## config.mk

```make
export PLATFORM = sky130hd
export DESIGN_NAME = input_debouncer_flat
export DESIGN_NICKNAME = d
export VERILOG_FILES = /design/src/rtl/input_debouncer_pkg.sv /design/src/rtl/input_debouncer_if.sv /design/src/rtl/input_debouncer_sync_chain.sv /design/src/rtl/input_debouncer.sv /design/src/flat_wrapper.sv
export SDC_FILE = /design/constraint.sdc
export NUM_CORES = 1
export LEC_CHECK = 0
export CAP_MARGIN = 20
export CORE_AREA = 2 2 39 41
export DETAILED_ROUTE_END_ITERATION = 12
export DIE_AREA = 0 0 41 43
export DONT_BUFFER_PORTS = 1
export SETUP_SLACK_MARGIN = 0.4
export SLEW_MARGIN = 10
export SYNTH_ARGS = -nofsm -noshare
export SYNTH_HDL_FRONTEND = slang
export SYNTH_SLANG_ARGS = --single-unit
```

## constraint.sdc

```tcl
create_clock -name clk -period 1.1 [get_ports clk]
set_input_delay 0.22 -clock clk [delete_from_list [all_inputs] [get_ports clk]]
set_output_delay 0.22 -clock clk [all_outputs]
set_load 0.02 [all_outputs]
```

## src/rtl/input_debouncer_pkg.sv

```systemverilog
`default_nettype none
// ============================================================================
// Module   : input_debouncer_pkg
// Purpose  : Shared FSM state encodings and width helper for input_debouncer.
// Revision : 1.0 - initial release
// ============================================================================
package input_debouncer_pkg;

  // Debounce FSM states; encodings are fixed so waveforms match other blocks
  typedef enum logic [1:0] {
    ST_LO  = 2'd0,
    CHK_HI = 2'd1,
    ST_HI  = 2'd2,
    CHK_LO = 2'd3
  } state_t;

  // Ceiling log2, used to size the qualification counter
  function automatic int clog2(input int value);
    int r;
    r = 0;
    for (int i = 0; i < 31; i++) begin
      if ((1 << i) < value) r = i + 1;
    end
    return r;
  endfunction

endpackage : input_debouncer_pkg
`default_nettype wire

```

## src/rtl/input_debouncer_if.sv

```systemverilog
`default_nettype none
// ============================================================================
// Module   : input_debouncer_if
// Purpose  : Raw input and conditioned outputs of the debouncer.
// Revision : 1.0 - initial release
// ============================================================================
interface input_debouncer_if;
  logic din;
  logic dout;
  logic rise_pulse;
  logic fall_pulse;
  logic busy;

  // Side that owns the raw pin and consumes the clean level
  modport master (
    output din,
    input  dout,
    input  rise_pulse,
    input  fall_pulse,
    input  busy
  );

  // The debouncer itself
  modport slave (
    input  din,
    output dout,
    output rise_pulse,
    output fall_pulse,
    output busy
  );
endinterface : input_debouncer_if
`default_nettype wire

```

## src/rtl/input_debouncer_sync_chain.sv

```systemverilog
`default_nettype none
// ============================================================================
// Module   : sync_chain
// Purpose  : Reset-cleared flop chain bringing an asynchronous level into clk.
//            STAGES must be at least 2.
// Revision : 1.0 - initial release
// ============================================================================
module sync_chain #(
  parameter int STAGES = 2
) (
  input  logic clk,
  input  logic reset,
  input  logic d,
  output logic q
);

  logic [STAGES-1:0] stage;

  generate
    for (genvar i = 0; i < STAGES; i++) begin : g_stage
      if (i == 0) begin : g_first
        // First flop samples the raw asynchronous input
        always_ff @(posedge clk) begin
          if (reset) stage[0] <= 1'b0;
          else       stage[0] <= d;
        end
      end else begin : g_rest
        // Remaining flops give metastability time to resolve
        always_ff @(posedge clk) begin
          if (reset) stage[i] <= 1'b0;
          else       stage[i] <= stage[i-1];
        end
      end
    end
  endgenerate

  assign q = stage[STAGES-1];

endmodule : sync_chain
`default_nettype wire

```

## src/rtl/input_debouncer.sv

```systemverilog
`default_nettype none
// ============================================================================
// Module   : input_debouncer
// Purpose  : Synchronises a raw level, requires DEBOUNCE_CYCLES consecutive
//            equal samples before changing dout, and emits rise/fall pulses.
// Revision : 1.0 - initial release
// ============================================================================
module input_debouncer
  import input_debouncer_pkg::*;
#(
  parameter int SYNC_STAGES     = 2,
  parameter int DEBOUNCE_CYCLES = 4
) (
  input  logic                clk,
  input  logic                reset,
  input_debouncer_if.slave    bus
);

  localparam int             CNT_W    = clog2(DEBOUNCE_CYCLES + 1);
  localparam logic [CNT_W-1:0] CNT_LAST = CNT_W'(DEBOUNCE_CYCLES - 1);
  localparam logic [CNT_W-1:0] CNT_ONE  = CNT_W'(1);

  logic             s;
  state_t           state, state_nx;
  logic [CNT_W-1:0] cnt, cnt_nx;
  logic             dout, dout_nx;
  logic             rise, rise_nx;
  logic             fall, fall_nx;
  logic             busy, busy_nx;

  sync_chain #(
    .STAGES (SYNC_STAGES)
  ) u_sync (
    .clk   (clk),
    .reset (reset),
    .d     (bus.din),
    .q     (s)
  );

  // State, counter and all outputs are registered together
  always_ff @(posedge clk) begin
    if (reset) begin
      state <= ST_LO;
      cnt   <= '0;
      dout  <= 1'b0;
      rise  <= 1'b0;
      fall  <= 1'b0;
      busy  <= 1'b0;
    end else begin
      state <= state_nx;
      cnt   <= cnt_nx;
      dout  <= dout_nx;
      rise  <= rise_nx;
      fall  <= fall_nx;
      busy  <= busy_nx;
    end
  end

  // Next-state: qualify a candidate level; any disagreeing sample drops it
  always_comb begin
    state_nx = state;
    cnt_nx   = cnt;
    dout_nx  = dout;
    rise_nx  = 1'b0;
    fall_nx  = 1'b0;
    case (state)
      ST_LO: begin
        if (s) begin
          if (DEBOUNCE_CYCLES == 1) begin
            state_nx = ST_HI;
            dout_nx  = 1'b1;
            rise_nx  = 1'b1;
            cnt_nx   = '0;
          end else begin
            state_nx = CHK_HI;
            cnt_nx   = CNT_ONE;
          end
        end
      end
      CHK_HI: begin
        if (!s) begin
          state_nx = ST_LO;
          cnt_nx   = '0;
        end else if (cnt == CNT_LAST) begin
          state_nx = ST_HI;
          dout_nx  = 1'b1;
          rise_nx  = 1'b1;
          cnt_nx   = '0;
        end else begin
          cnt_nx = cnt + CNT_ONE;
        end
      end
      ST_HI: begin
        if (!s) begin
          if (DEBOUNCE_CYCLES == 1) begin
            state_nx = ST_LO;
            dout_nx  = 1'b0;
            fall_nx  = 1'b1;
            cnt_nx   = '0;
          end else begin
            state_nx = CHK_LO;
            cnt_nx   = CNT_ONE;
          end
        end
      end
      CHK_LO: begin
        if (s) begin
          state_nx = ST_HI;
          cnt_nx   = '0;
        end else if (cnt == CNT_LAST) begin
          state_nx = ST_LO;
          dout_nx  = 1'b0;
          fall_nx  = 1'b1;
          cnt_nx   = '0;
        end else begin
          cnt_nx = cnt + CNT_ONE;
        end
      end
      default: begin
        state_nx = ST_LO;
        cnt_nx   = '0;
        dout_nx  = 1'b0;
      end
    endcase
    busy_nx = (state_nx == CHK_HI) || (state_nx == CHK_LO);
  end

  assign bus.dout       = dout;
  assign bus.rise_pulse = rise;
  assign bus.fall_pulse = fall;
  assign bus.busy       = busy;

endmodule : input_debouncer
`default_nettype wire

```

## src/flat_wrapper.sv

```systemverilog
// flat-port wrapper written by rule: the top's interface ports become plain ports
module input_debouncer_flat import input_debouncer_pkg::*;
#(
  parameter int SYNC_STAGES     = 2,
  parameter int DEBOUNCE_CYCLES = 4
)
  (clk, reset, bus_din, bus_dout, bus_rise_pulse, bus_fall_pulse, bus_busy);
  input_debouncer_if bus_i ();
  input  logic clk;
  input  logic reset;
  input wire logic [$bits(bus_i.din)-1:0] bus_din;
  output wire logic [$bits(bus_i.dout)-1:0] bus_dout;
  output wire logic [$bits(bus_i.rise_pulse)-1:0] bus_rise_pulse;
  output wire logic [$bits(bus_i.fall_pulse)-1:0] bus_fall_pulse;
  output wire logic [$bits(bus_i.busy)-1:0] bus_busy;
  assign bus_i.din = bus_din;
  assign bus_dout = bus_i.dout;
  assign bus_rise_pulse = bus_i.rise_pulse;
  assign bus_fall_pulse = bus_i.fall_pulse;
  assign bus_busy = bus_i.busy;
  input_debouncer #(.SYNC_STAGES(SYNC_STAGES), .DEBOUNCE_CYCLES(DEBOUNCE_CYCLES)) u_core (.clk(clk), .reset(reset), .bus(bus_i));
endmodule
```

==> results of run 1 <==
==> stage by stage <==
step / utilization (%) / area (um^2) / std cells / setup TNS [ns]
finish: 40.9 / 566 / 61 / 0
global route: 40.9 / 566 / 61 / -0.271
CTS: 39.9 / 552 / 60 / 0
detailed placement: 34.2 / 473 / 56 / -0.0173
global placement: 34.2 / 473 / 56 / 0
floorplan: - / 430 / 37 / 0
==> critical path, cell delays in order, from the launching register on <==
cell	delay, ns
sky130_fd_sc_hd__dfxtp_2	0.35
sky130_fd_sc_hd__ha_4	0.15
sky130_fd_sc_hd__nand3b_1	0.20
sky130_fd_sc_hd__nor4b_2	0.30
==> state kept, by name, summed over array words and instances (netlist names) <==
| signal | count |
|---|---|
| u_core.cnt | 3 |
| u_core.state | 2 |
| u_core.bus.busy | 1 |
| u_core.bus.dout | 1 |
| u_core.bus.fall_pulse | 1 |
| u_core.bus.rise_pulse | 1 |
| u_core.u_sync.q | 1 |
| u_core.u_sync.stage | 1 |
==> per-layer routing <==
| metal | global-route usage (%) | wire, um | up-vias |
|---|---|---|---|
| met5 | 0 | 0 | - |
| met4 | 8.00 | 23 | 0 |
| met3 | 9.42 | 47 | 4 |
| met2 | 17.5 | 374 | 9 |
| met1 | 11.2 | 305 | 140 |
| li1 | - | - | 149 |
==> power groups by stage <==
| stage | sequential [mW] | clock [mW] | combinational, mW |
|---|---|---|---|
| after floorplan | 0.432 | 0 | 0.0257 |
| after global placement | 0.433 | 0 | 0.0286 |
| after detailed placement | 0.433 | 0 | 0.0288 |
| after CTS | 0.415 | 0.288 | 0.0313 |
| after global routing | 0.417 | 0.317 | 0.0379 |
| final | 0.415 | 0.277 | 0.0340 |
==> cell type report <==
type	instances	area (um^2)
inverter	1	3.75
clock buffer	4	26.3
fill	133	818
sequential	11	246
tap	16	20.0
multi-input combinational	24	229
timing repair buffer	5	40.0
==> cells by family (layout without fill, tap and decap cells) <==
kind of cell,after synthesis,after routing
adder cells (fa/ha/maj),1,1
flip-flops,11,11
multiplexers,1,1
buffers and inverters,2,10
AND/OR/NAND/NOR,14,14
AO/OA/AOI/OAI,7,7
XOR/XNOR,1,1
==> what timing repair did <==
| action | in CTS | in global routing |
|---|---|---|
| endpoints found under the setup margin | 13 | 13 |
| endpoints found under the hold margin | 8 | 10 |
| pin swaps | 4 | 1 |
| gates resized for setup | 15 | 1 |
| buffers inserted | 0 | 0 |
| gates cloned | 0 | 0 |
==> worst paths after layout <==
kind                                              end  depth (start not counted)                   start  slack (ns)
worst max-delay path            u_core.bus.fall_pulse                          3           u_core.cnt[1]       0.003
worst min-delay path                    u_core.cnt[1]                          1                   reset       -0.01
worst max register to register  u_core.bus.fall_pulse                          3           u_core.cnt[1]       0.003
worst min register to register        u_core.u_sync.q                          1  u_core.u_sync.stage[0]        0.43
==> synth_stat cells (all sizes together) (2+ instances only) <==
library cell	count	area (um^2)
dfxtp	11	220
nor2	4	15.0
nor2b	2	12.5
a21oi	3	15.0
nor4b	2	17.5
==> reports/qor.yml, run 1 <==
run_status:
  status: "finished with violations"
  violations_in_the_final_reports: "negative hold slack"
logic_synthesis:
  register_bit_count_reported_by_yosys: 11
  ys_async_sr_fraction_pct: 0
  postSynthAreaPerCell_um2: 11.1
  synth-edff-count: 0
  instance_count_of_the_mapped_netlist: 37
  synth-xor-area-share_pct: 3.98
  most_used_flip_flop_cell_after_synthesis: "sky130_fd_sc_hd__dfxtp_1"
  yosysWarnings: 0
  syn-cell-area_um2: 409
  muxShareOfSynthArea_pct: 2.75
  post_synth_and_or_nand_nor_area_fraction_pct: 22.9
  synth_top_family_by_area: "simple AND/OR/NAND/NOR gates"
  synthDistinctLibCells: 20
  synth.yosys.seq_area_share_pct: 53.8
  share_of_the_synthesized_area_in_compound_gates_ao_oa_aoi_oai_pct: 10.7
  synth-adder-area-share_pct: 3.06
  synth_nets: 41
cells_and_area:
  antennaDiodeCount: 0
  area_growth_pct: 38.2
  final_net_count: 50
  final_layout_size_suffix_gt1_share_pct: 53.3
  layout.cells.most_common_list: "sky130_fd_sc_hd__dfxtp_4 (6), sky130_fd_sc_hd__nor2_1 (4), sky130_fd_sc_hd__buf_4 (4)"
  commonest_non_fill_non_tap_cell_in_the_layout: "sky130_fd_sc_hd__dfxtp_4"
timing:
  setup_repair_after_global_routing_missed_its_margin: "true"
  timing.max_slew.rel_slack_pct: 82.8
  tightest_slew_ns: 0.257
  final.setup_skew_ns: 0.0130
  report.final.setup_viol: 0
  layout_min_cycle_time_ns: 1.10
  layout_setup_ws_ns: 0.00299
  whs_ns: -0.0145
  max_clock_freq_ghz: 0.912
  finalHoldViolCount: 4
  layout_worst_path_cycle_share_pct: 99.7
  final-max-slew-violation-count: 0
power:
  power.net_switching_mw: 0.164
  power.total_mw: 0.727
  combinationalPowerShare_pct: 4.7
  clock_network_fraction_of_design_power_pct: 38.2
  ir_worst_vdd_mv: 0.843
  seqPwrFrac_pct: 57.2
  power_leakage_nw: 0.197
  power_density_nw_per_um2: 1280
  sw_frac_of_total_pct: 22.6
  cell_internal_pwr_mw: 0.562
cts:
  worst_skew_pair_latency_ns: 0.28
  buffer_levels_on_the_longest_clock_path: 2
  clk_pin_slew_worst_paths_ns: 0.07
  cts-htree-levels: 1
  cts_made_buffers: 3
  clock_sink_count: 11
  clock-root-buffer: "sky130_fd_sc_hd__clkbuf_4"
  tritoncts: "done"
global_route:
  gr-usage-all-layers_pct: 12.1
  grt_max_degree: 12
  first_global_vias: 281
  grt_antenna_before_repair: 0
  gr-total-overflow: 0
  grt_first_pass_wirelength_um: 1270
placement:
  gpl.final_weighted_congestion: 0.661
  place.detailed.hpwl_um: 454
  place_worst_setup_slack_ns: -0.0114
  place.port_buffers: 0
drt:
  drc: 0
  detail_route.wirelength_um: 751
  final_antenna_net_count: 0
  detailedRoute.firstPassIterationCount: 1
  route.vias.total: 302
  route.detailed.wl_per_inst_um: 12.3
  detail_route.iter0.violations: 0
  via_per_inst: 4.95
worst_setup_path:
  worstSetupEndpointType: "flip-flop"
  worst_ep_required_time_ns: 1.28
  critical_path_class: "reg2reg"
  timing.critical_path.fanout_max: 5
  cp_data_arrival_time_ns: 1.27
  worstSetupStartpointType: "flip-flop"
floorplanning:
  design.die.area_um2: 1760
  start_util_pct: 29.6
  dieHeight_um: 43
  core_area_um2: 1380
  num_rows: 14
  io_pins: 7
  fp.dieW_um: 41
min_path:
  hold_path.class: "in2reg"
job:
  max_cap_violations: 0
Note: power is estimated with default switching activity, not from simulation.
==> inputs of run 2 (changes only) <==
- DONT_BUFFER_PORTS: 1 -> unset
==> run 2 against run 1 <==
The flow finishes with violations (negative setup slack). Clock-buffer cell count unchanged. Design area grew 6.6%. Sequential cell count unchanged. Critical path depth did not move. Register-to-register slack about the same. Sequential share of layout area decreased by 5.4 points. Largest power group unchanged.
==> reports/qor.yml, run 2 (same netlist as run 1, synthesis figures left out) <==
worst_setup_path:
  critical_path_class: "reg2reg"
  timing.critical_path.slowest_stage_cell: "sky130_fd_sc_hd__or3b_1"
  worstPathCellList: "xor2_2, or3b_1, a21oi_2"
  worstSetupStartpointType: "flip-flop"
  cp_data_arrival_time_ns: 1.30
  worst-r2r-setup-slack_ns: -0.01
  worst_ep_required_time_ns: 1.29
  timing.critical_path.fanout_max: 3
  cpPeakStageDelay_ns: 0.40
  worstRegToRegCells: 3
  worstSetupEndpointType: "flip-flop"
floorplanning:
  start_util_pct: 29.6
  core_area_um2: 1380
  dieHeight_um: 43
  io_pins: 7
  design.die.area_um2: 1760
  num_rows: 14
  fp.dieW_um: 41
cells_and_area:
  layout_top_registers: "u_core.cnt (3), u_core.state (2)"
  final_net_count: 57
  final_layout_size_suffix_gt1_share_pct: 53.8
  utilization_pct: 43.6
  final_area_um2: 603
  n_fill_cell: 139
  finish.cell_count_without_fillers: 68
  largest_register: "u_core.cnt"
  area_growth_pct: 47.4
  layout.cells.most_common_list: "sky130_fd_sc_hd__dfxtp_2 (8), sky130_fd_sc_hd__buf_4 (6), sky130_fd_sc_hd__nor2_1 (4), sky130_fd_sc_hd__buf_6 (4)"
  antennaDiodeCount: 0
  commonest_non_fill_non_tap_cell_in_the_layout: "sky130_fd_sc_hd__dfxtp_2"
  flip_flop_count_of_the_largest_register_all_copies_and_words_added: 3
cts:
  cts-htree-levels: 1
  tritoncts: "done"
  clock-root-buffer: "sky130_fd_sc_hd__clkbuf_4"
  buffer_levels_on_the_longest_clock_path: 2
  postCtsHoldBufs: 0
  cts_made_buffers: 3
  worst_skew_pair_latency_ns: 0.26
  clock_sink_count: 11
  clk_pin_slew_worst_paths_ns: 0.06
placement:
  number_of_cells_after_detailed_placement: 63
  gpl.final_weighted_congestion: 0.720
  place_worst_setup_slack_ns: -0.0562
  place.port_buffers: 6
  placed_cell_area_um2: 541
  place.detailed.hpwl_um: 502
timing:
  layout_setup_ws_ns: -0.0120
  layout_worst_path_cycle_share_pct: 101
  final.setup_skew_ns: 0.00415
  tightest_slew_ns: 0.260
  max_clock_freq_ghz: 0.899
  setup_total_neg_slack_ns: -0.0131
  finalHoldViolCount: 0
  setup_repair_after_global_routing_missed_its_margin: "true"
  layout_min_cycle_time_ns: 1.11
  final-max-slew-violation-count: 0
  report.final.setup_viol: 2
  whs_ns: 0.298
  timing.max_slew.rel_slack_pct: 82.6
power:
  power.total_mw: 0.746
  ir_worst_vdd_mv: 0.979
  power_density_nw_per_um2: 1240
  power_leakage_nw: 0.238
run_status:
  violations_in_the_final_reports: "negative setup slack"
  status: "finished with violations"
global_route:
  first_global_vias: 272
  grt_antenna_before_repair: 0
  gr-usage-all-layers_pct: 9.89
  grt_max_degree: 8
  grt_first_pass_wirelength_um: 1090
  gr-total-overflow: 0
drt:
  final_antenna_net_count: 0
  detail_route.wirelength_um: 695
  detailedRoute.firstPassIterationCount: 2
  via_per_inst: 4.41
  route.detailed.wl_per_inst_um: 10.2
  drc: 0
  route.vias.total: 300
  detail_route.iter0.violations: 4
min_path:
  hold_path.class: "in2reg"
  worstHoldPathCells: 2
job:
  max_cap_violations: 0
run 2: changes by cell type in the layout (fill, tap and decap cells not counted), sizes merged:
cell,previous run,this run
dlygate4sd3,1,0
dlymetal6s2s,0,1
buf,4,10
clkdlybuf4s50,0,1
run 2: path summary, 6_finish.rpt:
path,from,to
max,u_core.u_sync.q,u_core.cnt[1]
min,reset,u_core.bus.dout
max reg2reg,u_core.u_sync.q,u_core.cnt[1]
min reg2reg,u_core.u_sync.stage[0],u_core.u_sync.q
run 2: power by group:
part | switching (mW) | internal (mW)
clock network | 0.120 | 0.140
logic | 0.0285 | 0.0388
registers | 0.00786 | 0.411
run 2: repair_timing:
item                       4_1_cts  5_1_grt
pin swaps                        3        0
hold endpoints to repair         0        0
buffers inserted                 1        0
resized for setup               30        2
setup endpoints to repair       15       15
run 2: critical path: cells and delay by family, from the launching register on:
family	cells	cell delay, ns
XOR/XNOR	1	0.19
flip-flops	1	0.33
AND/OR/NAND/NOR	1	0.40
AO/OA/AOI/OAI	1	0.13
run 2: layout make-up:
class                   count  area [um^2]  share of cell area (%)
clock buffers               4         26.3                    4.36
inverters                   1         3.75                   0.622
multi-input cells          24          210                    34.9
flip-flops and latches     11          230                    38.2
well taps                  16         20.0                    3.32
repair buffers             12          113                    18.7
run 2: per-layer routing:
layer	vias to the layer above	GRT usage [%]	wire, um
met1	133	10.8	327
met5	-	0	0
li1	159	-	-
met3	0	7.85	40
met2	8	13.8	326
met4	0	4.00	0
